$ cat config.mk
export PLATFORM = sky130hd
export DESIGN_NAME = ttl_mux_scanner_flat
export DESIGN_NICKNAME = d
export VERILOG_FILES = /design/src/rtl/ttl_mux_scanner_if.sv /design/src/rtl/ttl_mux_scanner.sv /design/src/flat_wrapper.sv
export SDC_FILE = /design/constraint.sdc
export NUM_CORES = 1
export LEC_CHECK = 0
export CAP_MARGIN = 20
export CORE_ASPECT_RATIO = 0.8
export CORE_MARGIN = 5
export CORE_UTILIZATION = 44
export CTS_CLUSTER_SIZE = 40
export DETAILED_ROUTE_END_ITERATION = 12
export GPL_ROUTABILITY_DRIVEN = 1
export PLACE_DENSITY = 0.82
export SYNTH_ARGS = -nofsm -noshare
export SYNTH_HDL_FRONTEND = slang
export SYNTH_SLANG_ARGS = --single-unit
$ cat constraint.sdc
create_clock -name Clk -period 1.7 [get_ports Clk]
set_clock_uncertainty 0.05 [all_clocks]
set_input_delay 0.17 -clock Clk [delete_from_list [all_inputs] [get_ports Clk]]
set_output_delay 0.17 -clock Clk [all_outputs]
set_load 0.01 [all_outputs]
$ cat src/rtl/ttl_mux_scanner_if.sv
// Bus between the scan controller, its requesters and the shared ttl_74151.
// The master side is the scanner; the slave side is the requester/selector
// environment. WIDTH_IN must match the scanner instance's WIDTH_IN.
interface ttl_mux_scanner_if #(
  parameter int WIDTH_IN = 8
) ();
  localparam int SW = $clog2(WIDTH_IN);

  logic [WIDTH_IN-1:0] Request;
  logic                Y;
  logic                Y_bar;
  logic [SW-1:0]       Select;
  logic                Enable_bar;
  logic [WIDTH_IN-1:0] Grant;
  logic                Busy;
  logic                Sample;
  logic                Sample_valid;
  logic [SW-1:0]       Sample_channel;
  logic                Sample_error;

  modport master (
    input  Request, Y, Y_bar,
    output Select, Enable_bar, Grant, Busy,
           Sample, Sample_valid, Sample_channel, Sample_error
  );

  modport slave (
    output Request, Y, Y_bar,
    input  Select, Enable_bar, Grant, Busy,
           Sample, Sample_valid, Sample_channel, Sample_error
  );
endinterface

$ cat src/rtl/ttl_mux_scanner.sv
// Round-robin scan controller sharing one ttl_74151 among WIDTH_IN requesters.
// Grants one channel, enables the selector for SETTLE_CYCLES, then captures Y
// (and a Y==Y_bar consistency error) tagged with the channel number.
module ttl_mux_scanner #(
  parameter int WIDTH_IN      = 8,
  parameter int SETTLE_CYCLES = 2,
  parameter int DELAY_RISE    = 0,
  parameter int DELAY_FALL    = 0
) (
  input  logic              Clk,
  input  logic              Clear_bar,
  ttl_mux_scanner_if.master bus
);
  localparam int SW = $clog2(WIDTH_IN);
  localparam int CW = $clog2(SETTLE_CYCLES + 1);

  // Outputs are registered, so they already switch only at clock edges; the
  // delay parameters exist for drop-in compatibility with timed TTL models.
  if (WIDTH_IN < 2 || WIDTH_IN > 16 || SETTLE_CYCLES < 1 ||
      DELAY_RISE < 0 || DELAY_FALL < 0) begin : g_bad_params
    $error("ttl_mux_scanner: parameter out of range");
  end

  typedef enum logic [1:0] {IDLE, SELECT, SETTLE} state_e;

  state_e              state_q, state_d;
  logic [SW-1:0]       ptr_q, ptr_d;
  logic [CW-1:0]       cnt_q, cnt_d;
  logic [SW-1:0]       sel_q, sel_d;
  logic                en_bar_q, en_bar_d;
  logic [WIDTH_IN-1:0] grant_q, grant_d;
  logic                busy_q, busy_d;
  logic                sample_q, sample_d;
  logic                valid_q, valid_d;
  logic [SW-1:0]       chan_q, chan_d;
  logic                err_q, err_d;

  logic [SW-1:0]       pick_any, pick_hi, pick;
  logic                hit_hi;
  logic                settle_done;

  assign settle_done = (cnt_q == CW'(1));

  // Round-robin arbiter: lowest requester at or above the pointer, else wrap
  // to the lowest requester overall. Descending scan lets the lowest win.
  always_comb begin
    pick_any = '0;
    pick_hi  = '0;
    hit_hi   = 1'b0;
    for (int i = WIDTH_IN - 1; i >= 0; i--) begin
      if (bus.Request[i]) begin
        pick_any = SW'(i);
        if (i >= int'(ptr_q)) begin
          pick_hi = SW'(i);
          hit_hi  = 1'b1;
        end
      end
    end
    pick = hit_hi ? pick_hi : pick_any;
  end

  // State register.
  // NOTE: every clocked assignment is non-blocking so all registers update
  // from the same pre-edge values, regardless of statement order.
  always_ff @(posedge Clk or negedge Clear_bar) begin
    if (!Clear_bar) state_q <= IDLE;
    else            state_q <= state_d;
  end

  // Next-state logic: IDLE -> SELECT on any request, one cycle in SELECT,
  // then SETTLE until the settle counter reaches its last cycle.
  always_comb begin
    state_d = state_q;
    case (state_q)
      IDLE:    if (|bus.Request) state_d = SELECT;
      SELECT:  state_d = SETTLE;
      SETTLE:  if (settle_done) state_d = IDLE;
      default: state_d = IDLE;
    endcase
  end

  // Output/datapath next values for each state.
  always_comb begin
    // NOTE: every variable gets a hold default first so no path through the
    // case can leave one unassigned, which would infer a latch.
    sel_d    = sel_q;
    grant_d  = grant_q;
    busy_d   = busy_q;
    en_bar_d = en_bar_q;
    cnt_d    = cnt_q;
    ptr_d    = ptr_q;
    sample_d = sample_q;
    chan_d   = chan_q;
    err_d    = err_q;
    valid_d  = 1'b0;
    case (state_q)
      IDLE: begin
        if (|bus.Request) begin
          sel_d        = pick;
          grant_d      = '0;
          grant_d[pick] = 1'b1;
          busy_d       = 1'b1;
        end
      end
      SELECT: begin
        en_bar_d = 1'b0;
        cnt_d    = CW'(SETTLE_CYCLES);
      end
      SETTLE: begin
        cnt_d = cnt_q - CW'(1);
        if (settle_done) begin
          sample_d = bus.Y;
          err_d    = (bus.Y == bus.Y_bar);
          chan_d   = sel_q;
          valid_d  = 1'b1;
          en_bar_d = 1'b1;
          grant_d  = '0;
          busy_d   = 1'b0;
          ptr_d    = (sel_q == SW'(WIDTH_IN - 1)) ? '0 : sel_q + SW'(1);
        end
      end
      default: ;
    endcase
  end

  // Datapath and output registers; reset abandons any transaction in flight.
  always_ff @(posedge Clk or negedge Clear_bar) begin
    if (!Clear_bar) begin
      ptr_q    <= '0;
      cnt_q    <= '0;
      sel_q    <= '0;
      en_bar_q <= 1'b1;
      grant_q  <= '0;
      busy_q   <= 1'b0;
      sample_q <= 1'b0;
      valid_q  <= 1'b0;
      chan_q   <= '0;
      err_q    <= 1'b0;
    end else begin
      ptr_q    <= ptr_d;
      cnt_q    <= cnt_d;
      sel_q    <= sel_d;
      en_bar_q <= en_bar_d;
      grant_q  <= grant_d;
      busy_q   <= busy_d;
      sample_q <= sample_d;
      valid_q  <= valid_d;
      chan_q   <= chan_d;
      err_q    <= err_d;
    end
  end

  assign bus.Select         = sel_q;
  assign bus.Enable_bar     = en_bar_q;
  assign bus.Grant          = grant_q;
  assign bus.Busy           = busy_q;
  assign bus.Sample         = sample_q;
  assign bus.Sample_valid   = valid_q;
  assign bus.Sample_channel = chan_q;
  assign bus.Sample_error   = err_q;
endmodule
$ cat src/flat_wrapper.sv
// flat-port wrapper written by rule: the top's interface ports become plain ports
module ttl_mux_scanner_flat 
#(
  parameter int WIDTH_IN      = 8,
  parameter int SETTLE_CYCLES = 2,
  parameter int DELAY_RISE    = 0,
  parameter int DELAY_FALL    = 0
)
  (Clk, Clear_bar, bus_Request, bus_Y, bus_Y_bar, bus_Select, bus_Enable_bar, bus_Grant, bus_Busy, bus_Sample, bus_Sample_valid, bus_Sample_channel, bus_Sample_error);
  ttl_mux_scanner_if #(.WIDTH_IN(WIDTH_IN)) bus_i ();
  input  logic Clk;
  input  logic Clear_bar;
  input wire logic [$bits(bus_i.Request)-1:0] bus_Request;
  input wire logic [$bits(bus_i.Y)-1:0] bus_Y;
  input wire logic [$bits(bus_i.Y_bar)-1:0] bus_Y_bar;
  output wire logic [$bits(bus_i.Select)-1:0] bus_Select;
  output wire logic [$bits(bus_i.Enable_bar)-1:0] bus_Enable_bar;
  output wire logic [$bits(bus_i.Grant)-1:0] bus_Grant;
  output wire logic [$bits(bus_i.Busy)-1:0] bus_Busy;
  output wire logic [$bits(bus_i.Sample)-1:0] bus_Sample;
  output wire logic [$bits(bus_i.Sample_valid)-1:0] bus_Sample_valid;
  output wire logic [$bits(bus_i.Sample_channel)-1:0] bus_Sample_channel;
  output wire logic [$bits(bus_i.Sample_error)-1:0] bus_Sample_error;
  assign bus_i.Request = bus_Request;
  assign bus_i.Y = bus_Y;
  assign bus_i.Y_bar = bus_Y_bar;
  assign bus_Select = bus_i.Select;
  assign bus_Enable_bar = bus_i.Enable_bar;
  assign bus_Grant = bus_i.Grant;
  assign bus_Busy = bus_i.Busy;
  assign bus_Sample = bus_i.Sample;
  assign bus_Sample_valid = bus_i.Sample_valid;
  assign bus_Sample_channel = bus_i.Sample_channel;
  assign bus_Sample_error = bus_i.Sample_error;
  ttl_mux_scanner #(.WIDTH_IN(WIDTH_IN), .SETTLE_CYCLES(SETTLE_CYCLES), .DELAY_RISE(DELAY_RISE), .DELAY_FALL(DELAY_FALL)) u_core (.Clk(Clk), .Clear_bar(Clear_bar), .bus(bus_i));
endmodule
==> results.yml <==
worst_setup_path:
  r2r_slack_ns: -0.11
  cp-start-kind: "register"
  cp_max_fo: 6
  ff2ff_path_depth: 6
  cp_slowest_stage_delay_ns: 0.45
  slowest_stage: "dfrtp_2"
  worstPathCellList: "and4_4 -> a211oi_2 -> o32ai_2 -> a22oi_2 -> buf_6 -> o41ai_4"
  cp-startpoint: "u_core.ptr_q[0]"
  endpoint: "u_core.bus.Grant[5]"
  worstSetupPathType: "register to register"
  cp-end-kind: "register"
  crit_required_ns: 1.83
  cp.arrival_ns: 1.94
  r2r-end: "u_core.bus.Grant[5]"
  r2r_start: "u_core.ptr_q[0]"
clocking:
  cts.hold.buffers_added: 0
  htree_levels: 1
  clockRootBuffer: "clkbuf_8"
  clkLatencyLatePin_ns: 0.27
  clk_path_buf_depth: 2
  cts.clk_slew.worst_paths_ns: 0.09
  cts_tree: "yes"
  cts.sinks: 26
  cts_made_buffers: 3
place:
  port_buffers: 30
  dp.cells: 225
  routabilityCongestion: 0.913
  hpwl_um: 2640
floorplanning:
  dieHeight_um: 60.0
  core_mm2: 0.00304
  design.die.area_mm2: 0.00434
  die_w_um: 72.4
  num_rows: 18
  io_pins: 31
  initial_core_util_pct: 45.1
final_layout:
  area_growth_pct: 66.1
  fill_cells: 194
  diodes: 0
  drive_above_1_share_pct: 40.3
  final_cell_mix: "clkdlybuf4s50_1, buf_4, dfrtp_1"
  num-nets-final: 215
  final_cells: 236
run:
  cap_violations: 0
drt:
  ant_nets: 0
  drt-initial-drc-count: 50
  drc_errors: 0
  vias: 1398
  avgViaCountPerCell: 5.92
  drt-total-wl_um: 4440
  first_pass_iters: 4
  drt-wirelength-per-cell_um: 18.8
sta:
  fin_crit_ns: 1.81
  hold_viol: 0
  worstMarginPinSlew_ns: 0.472
  timing.setup.tns_ns: -0.747
  max_freq_mhz: 552
  setup_ws_ns: -0.112
  relSlewSlack_pct: 68.5
  setup_violations: 9
  post-route-period-util_pct: 107
  drv_slew: 0
  holdWs_ns: 0.204
  rsz0062_at_grt: "yes"
synth:
  yosys_register_bits: 26
  ys_top_cells_by_area: "dfrtp_1, nand2_1, ha_1"
  yosysUniqueCellTypes: 41
  ys_seq_area_share_pct: 47.5
  synth_top_cell_area_share_pct: 45.6
  synth.cell_area_mm2: 0.00137
  synth_fp_nets: 153
  syn_avg_cell_area_um2: 10.2
  syn_inst: 135
  ys_warn_count: 0
  synth_top_area_cell: "dfrtp_1"
global_routing:
  overflow: 0
  grt_pass1_vias: 1493
  grt_pass1_wl_um: 6980
  antenna_found_initial: 0
  grt_max_degree: 27
  grtUsageTotal_pct: 20.7
min_path:
  min_path_type: "primary input to async pin"
power_and_ir_drop:
  power.total_mw: 4.13
  p_leak_nw: 1.04
  powerDensity_mw_per_mm2: 1810
  peakVddDrop_mv: 1.53
outcome:
  status: "finished, violations left"
  failed_checks: "setup timing"
## how the worst min path moves through the flow
stage               cells after the start                     from  slack (ns)                 endpoint
floorplan                               0                Clear_bar       -0.18          u_core.bus.Busy
global placement                        2  u_core.bus.Sample_error        0.41  u_core.bus.Sample_error
detailed placement                      2      u_core.bus.Grant[6]        0.42      u_core.bus.Grant[6]
CTS                                     2                Clear_bar        0.22          u_core.bus.Busy
global route                            2                Clear_bar        0.23      u_core.bus.Grant[5]
finish                                  2                Clear_bar        0.20      u_core.bus.Grant[0]
## cells by family (layout without fill, tap and decap cells)
logic type / after synthesis / count (layout) / synth area share (%)
AO/OA/AOI/OAI: 46 / 46 / 24.2
XOR/XNOR: 1 / 1 / 0.638
buffers and inverters: 13 / 73 / 3.92
adder cells (fa/ha/maj): 6 / 6 / 5.47
AND/OR/NAND/NOR: 37 / 38 / 13.3
flip-flops: 26 / 26 / 47.5
multiplexers: 6 / 6 / 4.92
## worst max-delay path, delay by kind of cell, from the launching register on
family,cells,cell delay (ns)
AOI/OAI and AO/OA,4,0.80
buffers and inverters,1,0.17
DFF,1,0.45
and+or+nand+nor,1,0.25
## synthesized netlist by cell type
| cell | number |
|---|---|
| nor2_1 | 2 |
| a21oi_1 | 7 |
| and4_1 | 1 |
| o31ai_1 | 2 |
| o211ai_1 | 1 |
| buf_2 | 1 |
| mux2_2 | 6 |
| dfstp_2 | 1 |
| a211oi_1 | 1 |
| ha_1 | 6 |
| o32ai_2 | 1 |
| o22a_1 | 1 |
| o311a_1 | 1 |
| o21a_1 | 1 |
| o21ai_0 | 10 |
| a311oi_1 | 1 |
| inv_1 | 10 |
| a311o_1 | 1 |
| o21ai_1 | 3 |
| nand3_1 | 2 |
| clkbuf_1 | 1 |
| a22o_1 | 1 |
| nand2b_1 | 1 |
| and4b_1 | 1 |
| or2_2 | 1 |
| buf_4 | 1 |
| dfrtp_1 | 25 |
| a21oi_4 | 1 |
| o41ai_1 | 8 |
| nor2b_1 | 4 |
| a31oi_1 | 2 |
| nand2_1 | 21 |
| a31o_2 | 1 |
| a22oi_1 | 1 |
| nor4_2 | 1 |
| and2_1 | 1 |
| a21bo_2 | 1 |
| a21boi_0 | 1 |
| nor3_1 | 1 |
| xor2_1 | 1 |
| nor4_1 | 1 |
## registers in the layout (all words and copies together), names as in the netlist, 2 cells and up
name	flops
u_core.bus.Grant	8
u_core.ptr_q	3
u_core.cnt_q	2
u_core.bus.Select	3
u_core.bus.Sample_channel	3
u_core.state_q	2
## what timing repair did
item	4_1_cts	5_1_grt
endpoints found under the setup margin	11	18
buffers inserted	4	2
cloned	1	0
pin swaps	11	6
gates resized for setup	46	15
## per-layer routing
metal	wire (µm)	vias to the layer above	GRT usage, %
met4	159	0	11.8
li1	-	621	-
met1	1700	690	23.3
met5	0	-	0
met2	2330	65	36.4
met3	253	22	4.87
## cell type report
class / count / area (µm²) / area share [%]
clock inverters: 1 / 30.0 / 1.32
multi-input cells: 97 / 927 / 40.7
inverters: 10 / 37.5 / 1.65
repair buffers: 59 / 538 / 23.6
well taps: 40 / 50.0 / 2.20
clock buffers: 3 / 41.3 / 1.81
flip-flops and latches: 26 / 656 / 28.8
## where the power goes
| part | switching [mW] | internal, mW | leakage [nW] |
|---|---|---|---|
| combinational | 1.24 | 1.24 | 0.676 |
| clock | 0.199 | 0.315 | 0.0357 |
| sequential | 0.227 | 0.902 | 0.326 |
## metrics by stage
stage	cell area, µm²	setup WS (ns)	util, %
6_report	2280	-0.112	75.0
5_1_grt	2280	-0.158	75.0
4_1_cts	2200	-0.0207	72.2
3_5_place_dp	1880	-0.536	62.0
3_3_place_gp	1880	-0.472	62.0
2_1_floorplan	1380	0.0332	-
Note: power is estimated with default switching activity, not from simulation.
